$ cat src/rtl/nn_loader_pkg.sv
// nn_loader_pkg: shared state type and default sizes for image_frame_loader.
//   Defaults: 256-bit image, 8-bit stream bytes, 4-bit digit.
//   TIMEOUT_DIGIT is the digit reported when the network never answers.
package nn_loader_pkg;
    localparam int IMAGE_BITS_DEF = 256;
    localparam int BYTE_W_DEF     = 8;
    localparam int DIGIT_W_DEF    = 4;
    localparam int IMAGE_BYTES    = IMAGE_BITS_DEF / BYTE_W_DEF;
    localparam logic [3:0] TIMEOUT_DIGIT = 4'hF;
    typedef enum logic [1:0] {FILL, LOAD, WAIT, RESULT} loader_state_t;
endpackage

$ cat src/rtl/frame_shift_reg.sv
// frame_shift_reg: byte-wide shift register that assembles one image frame.
//   clk, reset   : clock and synchronous active-high reset
//   shift_en     : a byte is accepted this cycle
//   s_data       : byte to shift in at the LSB end
//   frame_next   : frame contents including the current byte
//   frame_full   : the current byte completes the frame
module frame_shift_reg
    import nn_loader_pkg::*;
#(
    parameter int NBYTES = IMAGE_BYTES,
    parameter int BYTE_W = BYTE_W_DEF
)(
    input  logic                     clk,
    input  logic                     reset,
    input  logic                     shift_en,
    input  logic [BYTE_W-1:0]        s_data,
    output logic [NBYTES*BYTE_W-1:0] frame_next,
    output logic                     frame_full
);
    localparam int BITS = NBYTES * BYTE_W;
    localparam int CW   = NBYTES > 1 ? $clog2(NBYTES) : 1;

    logic [BITS-1:0] frame_q, frame_d;
    logic [CW-1:0]   cnt_q, cnt_d;

    always_comb begin
        frame_next = {frame_q[BITS-BYTE_W-1:0], s_data};
        frame_full = shift_en && cnt_q == CW'(NBYTES - 1);
        frame_d    = shift_en ? frame_next : frame_q;
        cnt_d      = frame_full ? '0 : cnt_q + CW'(shift_en);
    end

    always_ff @(posedge clk) begin
        if (reset) begin
            frame_q <= '0;
            cnt_q   <= '0;
        end else begin
            frame_q <= frame_d;
            cnt_q   <= cnt_d;
        end
    end
endmodule

$ cat src/rtl/image_frame_loader.sv
// image_frame_loader: streams a binary image in, launches the network, returns its digit.
//   s_data/s_valid/s_ready            : byte stream in, MSB = earliest pixel
//   layer_1_input, load               : frame vector and one-cycle start to the network
//   nn_done, nn_max                   : network completion and classification
//   result_digit/valid/ready, timeout_err : result handshake, 4'hF + err on timeout
//   busy                              : high outside FILL
module image_frame_loader
    import nn_loader_pkg::*;
#(
    parameter int IMAGE_BITS     = IMAGE_BITS_DEF,
    parameter int BYTE_W         = BYTE_W_DEF,
    parameter int DIGIT_W        = DIGIT_W_DEF,
    parameter int TIMEOUT_CYCLES = 4096
)(
    input  logic                  clk,
    input  logic                  reset,
    input  logic [BYTE_W-1:0]     s_data,
    input  logic                  s_valid,
    output logic                  s_ready,
    output logic [IMAGE_BITS-1:0] layer_1_input,
    output logic                  load,
    input  logic                  nn_done,
    input  logic [DIGIT_W-1:0]    nn_max,
    output logic [DIGIT_W-1:0]    result_digit,
    output logic                  result_valid,
    input  logic                  result_ready,
    output logic                  timeout_err,
    output logic                  busy
);
    localparam int TW = $clog2(TIMEOUT_CYCLES);

    loader_state_t         state_q, state_d;
    logic [IMAGE_BITS-1:0] frame_next, layer_q, layer_d;
    logic [TW-1:0]         tmo_q, tmo_d;
    logic [DIGIT_W-1:0]    digit_q, digit_d, nn_max_q;
    logic                  err_q, err_d, nn_done_q, nn_done_prev_q;
    logic                  frame_full, rise, tmo_hit;

    frame_shift_reg #(
        .NBYTES(IMAGE_BITS / BYTE_W),
        .BYTE_W(BYTE_W)
    ) u_frame (
        .clk       (clk),
        .reset     (reset),
        .shift_en  (s_valid && s_ready),
        .s_data    (s_data),
        .frame_next(frame_next),
        .frame_full(frame_full)
    );

    always_comb begin
        // Edge taken between two registered copies so a level left high from
        // the previous frame never counts, and nn_max_q lines up with it.
        rise    = nn_done_q && !nn_done_prev_q;
        tmo_hit = tmo_q == TW'(TIMEOUT_CYCLES - 1);
        state_d = state_q;
        layer_d = layer_q;
        tmo_d   = tmo_q;
        digit_d = digit_q;
        err_d   = err_q;
        case (state_q)
            FILL: if (frame_full) begin
                layer_d = frame_next;
                state_d = LOAD;
            end
            LOAD: begin
                tmo_d   = '0;
                state_d = WAIT;
            end
            WAIT: begin
                tmo_d = tmo_q + TW'(1);
                if (rise) begin
                    digit_d = nn_max_q;
                    err_d   = 1'b0;
                    state_d = RESULT;
                end else if (tmo_hit) begin
                    digit_d = DIGIT_W'(TIMEOUT_DIGIT);
                    err_d   = 1'b1;
                    state_d = RESULT;
                end
            end
            RESULT: if (result_ready) state_d = FILL;
            default: state_d = FILL;
        endcase
    end

    always_ff @(posedge clk) begin
        if (reset) begin
            state_q        <= FILL;
            layer_q        <= '0;
            tmo_q          <= '0;
            digit_q        <= '0;
            err_q          <= 1'b0;
            nn_done_q      <= 1'b0;
            nn_done_prev_q <= 1'b0;
            nn_max_q       <= '0;
        end else begin
            state_q        <= state_d;
            layer_q        <= layer_d;
            tmo_q          <= tmo_d;
            digit_q        <= digit_d;
            err_q          <= err_d;
            nn_done_q      <= nn_done;
            nn_done_prev_q <= nn_done_q;
            nn_max_q       <= nn_max;
        end
    end

    assign s_ready       = state_q == FILL;
    assign load          = state_q == LOAD;
    assign busy          = state_q != FILL;
    assign result_valid  = state_q == RESULT;
    assign layer_1_input = layer_q;
    assign result_digit  = digit_q;
    assign timeout_err   = err_q;
endmodule

$ cat config.mk
export PLATFORM = sky130hd
export DESIGN_NAME = image_frame_loader
export DESIGN_NICKNAME = d
export VERILOG_FILES = /design/src/rtl/nn_loader_pkg.sv /design/src/rtl/frame_shift_reg.sv /design/src/rtl/image_frame_loader.sv
export SDC_FILE = /design/constraint.sdc
export NUM_CORES = 1
export LEC_CHECK = 0
export BUFFER_PORTS_ARGS = -buffer_cell sky130_fd_sc_hd__buf_2
export CAP_MARGIN = 20
export CORE_MARGIN = 4
export CORE_UTILIZATION = 56
export CTS_CLUSTER_SIZE = 28
export DETAILED_ROUTE_END_ITERATION = 16
export PLACE_DENSITY = 0.79
export SLEW_MARGIN = 10
export SYNTH_ARGS = -nofsm -noshare
export SYNTH_HDL_FRONTEND = slang
export SYNTH_SLANG_ARGS = --single-unit
$ cat constraint.sdc
create_clock -name clk -period 2.6 [get_ports clk]
set_clock_uncertainty 0.05 [all_clocks]
set_input_delay 0.52 -clock clk [delete_from_list [all_inputs] [get_ports clk]]
set_output_delay 0.52 -clock clk [all_outputs]
set_load 0.05 [all_outputs]
==> flow_summary.toml, run 1 <==
[synth]
synth.cell_area_mm2 = 0.0184
postSynthNetCount = 2343
cells_after_synth = 2318
ys_seq_elements = 534
synth_area_per_cell_um2 = 7.94
post_synth_num_cell_types = 31
ys_warn_count = 0
synth-seq-area-share_pct = 58.1

[critical_path]
cp_common_cell = "sky130_fd_sc_hd__inv_1"
worstPathCellList = "inv_1, ha_1, inv_1, buf_2"
cell_type_group_with_the_largest_total_delay_on_the_critical_path = "buffers and inverters"
worst-endpoint-arrival_ns = 1.68
largest_stage_delay_on_the_critical_path_ns = 0.39
critical_path_required_ns = 2.03
path_buf_inv = 3
crit_path_start_kind = "register"
slowest_stage = "sky130_fd_sc_hd__dfxtp_1"
kind_of_capture_point_of_the_worst_setup_path = "output pin"
worst-path-max-fanout = 4
path_class = "register to output pin"

[global_routing]
grt_antenna_before_repair = 1
grt_max_degree = 168
grt_use_total_pct = 23.5
global_route.overflow_total = 0
via_count_of_the_first_global_routing_pass = 14500
wire_length_of_the_first_global_routing_pass_um = 71900

[sta]
final.setup.tns_ns = 0
maxSlewHeadroom_pct = 36.7
final_min_period_over_clock_period_pct = 86.6
rsz0062_at_grt = "no"
finalHoldViolCount = 0
finalMaxSlewViolations = 0
max_freq_mhz = 444
timing_worst_slew_pin_value_ns = 0.950
fin_crit_ns = 2.25
timing.final.setup_violations = 0

[clocking]
cts-buffers-inserted = 51
clk_pin_slew_worst_paths_ns = 0.06
cts_tree = "done"
cts-htree-levels = 2
clk_latency_ns = 0.55
post_cts_buffers = 0
cts_resized = 0
cts_root_buffer = "sky130_fd_sc_hd__clkbuf_16"
cts_num_sinks = 534
max-clock-path-buffers = 3
postCtsHoldBufs = 0

[route]
route.vias.total = 15700
antenna_violating_nets_remaining = 0
drt_first_pass_iters = 5
drc_marker_count_from_the_first_detailed_route_iteration = 1343
drc = 0
routed_wire_length_per_instance_um = 15.0
detail_route.vias_per_cell = 5.28
drt-total-wl_um = 44800

[flow_run]
cap_viol_max_count = 0

[cells_and_area]
layout.filler_cells = 2709
final_cell_mix = "sky130_fd_sc_hd__nand2_1 (1,012), sky130_fd_sc_hd__dfxtp_1 (534), sky130_fd_sc_hd__a21oi_1 (504)"
drive_above_1_share_pct = 15.1
postLayoutCoreUtil_pct = 66.7
most_common_library_cell_in_the_layout_ignoring_fill_and_taps = "sky130_fd_sc_hd__nand2_1"
syn_to_final_growth_pct = 17.7
final_net_count = 2524

[place]
post-dp-hpwl_um = 27700
place.port_buffers = 281
place_congestion = 0.798

[floorplanning]
die_w_um = 189
std_cell_rows = 66
floorplan.io_pins = 282
die_height_um = 189
initial_utilization_pct = 56.7
design.core.area_mm2 = 0.0325
die_area_mm2 = 0.0358

[pwr]
irDropWorstVdd_uv = 501
design_power_total_uw = 15900
p_leak_uw = 0.00807
cell_area_power_density_mw_per_mm2 = 734

[hold_path]
hold_path.class = "primary input to register"

[outcome]
result_of_the_run = "finished clean"
[sequential cells by signal, indices dropped and copies added (netlist names)]
register,count
result_digit,4
tmo_q,12
layer_1_input,256
nn_done_prev_q,1
u_frame.cnt_q,5
nn_max_q,4
u_frame.frame_q,248
nn_done_q,1
timeout_err,1
state_q,2
[path summary, 6_finish.rpt]
kind,from,end,slack [ns],depth (start not counted)
worst max-delay path,state_q[0],busy,0.35,4
worst min-delay path,nn_max[3],nn_max_q[3],0.14,2
worst max register to register,state_q[0],layer_1_input[111],0.44,8
worst min register to register,u_frame.frame_q[245],layer_1_input[253],0.40,2
[area by class of cell]
cell class,count,area [um2],area share [%]
flip-flops and latches,534,10700,49.4
multi-input cells,1601,6930,32.0
repair buffers,301,1750,8.10
clock buffers,80,1590,7.33
well taps,442,553,2.55
clock inverters,10,100,0.462
inverters,10,45.0,0.208
diodes,1,2.50,0.0116
[cell families after synthesis]
group / synth area share (%)
AOI/OAI and AO/OA: 14.2
adders and majority gates: 0.544
and+or+nand+nor: 22.1
buffers and inverters: 4.32
xor gates and xnor gates: 0.666
muxes: 0.109
DFF: 58.1
[per-layer routing]
layer	share of wire (%)	GRT usage, %	vias to the layer above
met5	0	0	-
met2	48	38.9	502
met1	43	31.8	7361
met3	7.0	4.72	82
li1	-	-	7790
met4	2.4	6.48	0
[where the power goes]
group / internal, uW / switching, uW / total (uW)
combinational: 61.5 / 274 / 335
sequential: 8200 / 17.1 / 8220
clock: 4360 / 2990 / 7350
[cell usage after synthesis (all sizes together)]
cell       n  share of area, %
o311a      1             0.054
nor2b      7              0.24
a31oi      1             0.034
nor2      17              0.35
inv       10              0.20
mux2i      2              0.11
nand3      5              0.14
xor2      11              0.52
and4       4              0.19
nor3       3             0.082
o21a       1             0.041
a41o       1             0.054
nor3b      2             0.082
buf       60               1.8
nand2b     3              0.10
a221oi     1             0.048
a21o       1             0.041
a21oi    504                14
xnor2      3              0.14
ha         8              0.54
clkbuf   113               2.3
o21ai      1             0.027
nand4      4              0.14
nand2   1013                21
and3       4              0.14
dfxtp    534                58
a211oi     4              0.16
[through the flow]
step                hold WS (ns)  cell area [um2]  instances  setup WS, ns
floorplan                  0.380            18400       2318         0.207
global placement           0.386            20000       2888         0.634
detailed placement         0.392            20000       2888         0.527
CTS                        0.112            21700       2978         0.327
global route               0.144            21700       2979         0.277
finish                     0.142            21700       2979         0.349
Note: power is estimated with default switching activity, not from simulation.
==> inputs of run 2 (changes only) <==
--- a/config.mk
+++ b/config.mk
@@ -14,3 +14,2 @@
 export PLACE_DENSITY = 0.79
-export SLEW_MARGIN = 10
 export SYNTH_ARGS = -nofsm -noshare
==> constraint.sdc (replaced) <==
create_clock -name clk -period 2.6 [get_ports clk]
set_clock_uncertainty 0.05 [all_clocks]
set_input_delay 0.26 -clock clk [delete_from_list [all_inputs] [get_ports clk]]
set_output_delay 0.26 -clock clk [all_outputs]
set_load 0.05 [all_outputs]
==> flow_summary.toml, run 2 (synthesized netlist as in run 1, its figures left out) <==
[critical_path]
worst-path-max-fanout = 248
kind_of_capture_point_of_the_worst_setup_path = "register"
path_class = "register to register"
crit_path_start_kind = "register"
worst-endpoint-arrival_ns = 2.67
critical_path_required_ns = 3.03

[clocking]
post_cts_buffers = 0
cts_root_buffer = "sky130_fd_sc_hd__clkbuf_16"
cts_num_sinks = 534
cts_tree = "done"
clk_latency_ns = 0.56
cts-htree-levels = 2
postCtsHoldBufs = 13
clk_pin_slew_worst_paths_ns = 0.06
cts-buffers-inserted = 52
cts_resized = 0
max-clock-path-buffers = 3

[pwr]
p_leak_uw = 0.00818
cell_area_power_density_mw_per_mm2 = 751
irDropWorstVdd_uv = 583

[route]
routed_wire_length_per_instance_um = 15.0
route.vias.total = 15800
antenna_violating_nets_remaining = 0
drt-total-wl_um = 45100
drc = 0
drc_marker_count_from_the_first_detailed_route_iteration = 1322
drt_first_pass_iters = 5
detail_route.vias_per_cell = 5.26

[outcome]
result_of_the_run = "finished clean"

[sta]
fin_crit_ns = 2.24
maxSlewHeadroom_pct = 24.8
final_min_period_over_clock_period_pct = 86.2
timing_worst_slew_pin_value_ns = 1.13
finalMaxSlewViolations = 0
max_freq_mhz = 446
timing.final.setup_violations = 0
final.setup.tns_ns = 0
rsz0062_at_grt = "no"
finalHoldViolCount = 0

[global_routing]
grt_antenna_before_repair = 1
via_count_of_the_first_global_routing_pass = 14900
global_route.overflow_total = 0
wire_length_of_the_first_global_routing_pass_um = 73500
grt_max_degree = 249
grt_use_total_pct = 24.2

[cells_and_area]
most_common_library_cell_in_the_layout_ignoring_fill_and_taps = "sky130_fd_sc_hd__nand2_1"
final_cell_mix = "sky130_fd_sc_hd__nand2_1 (1,012), sky130_fd_sc_hd__dfxtp_1 (534), sky130_fd_sc_hd__a21oi_1 (504)"
drive_above_1_share_pct = 15.1
largest_register_ff_count = 256
postLayoutCoreUtil_pct = 67.5
final_cell_area_mm2 = 0.0219
syn_to_final_growth_pct = 19.1
post_layout_instance_count_excluding_filler_cells = 2995
layout.filler_cells = 2657
final_net_count = 2537

[floorplanning]
initial_utilization_pct = 56.7
design.core.area_mm2 = 0.0325
die_w_um = 189
die_area_mm2 = 0.0358
die_height_um = 189
std_cell_rows = 66
floorplan.io_pins = 282

[flow_run]
cap_viol_max_count = 0

[hold_path]
hold_path.class = "primary input to register"

[place]
place.port_buffers = 281
detailed_place.area_mm2 = 0.0200
post-dp-hpwl_um = 27600
place_congestion = 0.787
numPlacedInstances = 2887
[run 2: cell count changes in the layout (fill, tap and decap cells not counted), sizes merged]
cell	change
buf	-1
clkinvlp	+1
bufinv	+4
dlygate4sd3	+13
clkinv	-2
clkbuf	+1
[run 2: metrics by stage]
stage          total power [uW]  setup slack, ns  hold WS [ns]
3_3_place_gp               8720            0.535         0.387
2_1_floorplan              8630            0.207         0.338
4_1_cts                   16600            0.408        0.0525
5_1_grt                   17000            0.205        0.0671
3_5_place_dp               8730            0.472         0.394
6_report                  16500            0.360        0.0824
[run 2: where the power goes]
part,total (uW),internal (uW),switching (uW)
clock network,7900,4820,3080
registers,8220,8200,17.2
logic,344,71.3,273
total,16500,13100,3370
[run 2: cell type report]
| cell class | instances | area [um2] | share of cell area [%] |
|---|---|---|---|
| clock inverter | 13 | 229 | 1.04 |
| multi-input combinational | 1601 | 6930 | 31.6 |
| antenna | 1 | 2.50 | 0.0114 |
| inverter | 10 | 45.0 | 0.206 |
| timing repair buffer | 313 | 1860 | 8.51 |
| sequential | 534 | 10700 | 48.8 |
| clock buffer | 81 | 1600 | 7.31 |
| tap | 442 | 553 | 2.52 |
[run 2: path summary, 6_finish.rpt]
| path | startpoint | end | slack, ns | depth (start not counted) |
|---|---|---|---|---|
| setup / recovery | state_q[0] | u_frame.frame_q[64] | 0.36 | 6 |
| hold / removal | result_ready | state_q[0] | 0.08 | 4 |
| setup reg to reg | state_q[0] | u_frame.frame_q[64] | 0.36 | 6 |
| hold reg to reg | layer_1_input[19] | layer_1_input[19] | 0.40 | 2 |
[run 2: metal layers]
layer	GRT usage, %	routed length (um)	up-vias	part of all wire (%)
li1	-	-	7813	-
met1	32.2	19300	7378	43
met2	39.2	21100	466	47
met3	5.07	3050	106	6.8
met4	8.85	1550	0	3.4
met5	0	0	-	0
[run 2: worst max-delay path, cell delays in order, from the launching register on]
cell and delay (ns):
sky130_fd_sc_hd__dfxtp_1 0.38, sky130_fd_sc_hd__inv_1 0.10, sky130_fd_sc_hd__ha_1 0.26, sky130_fd_sc_hd__nand2_4 0.12
sky130_fd_sc_hd__buf_12 0.66, sky130_fd_sc_hd__nand2_1 0.15, sky130_fd_sc_hd__a21oi_1 0.22
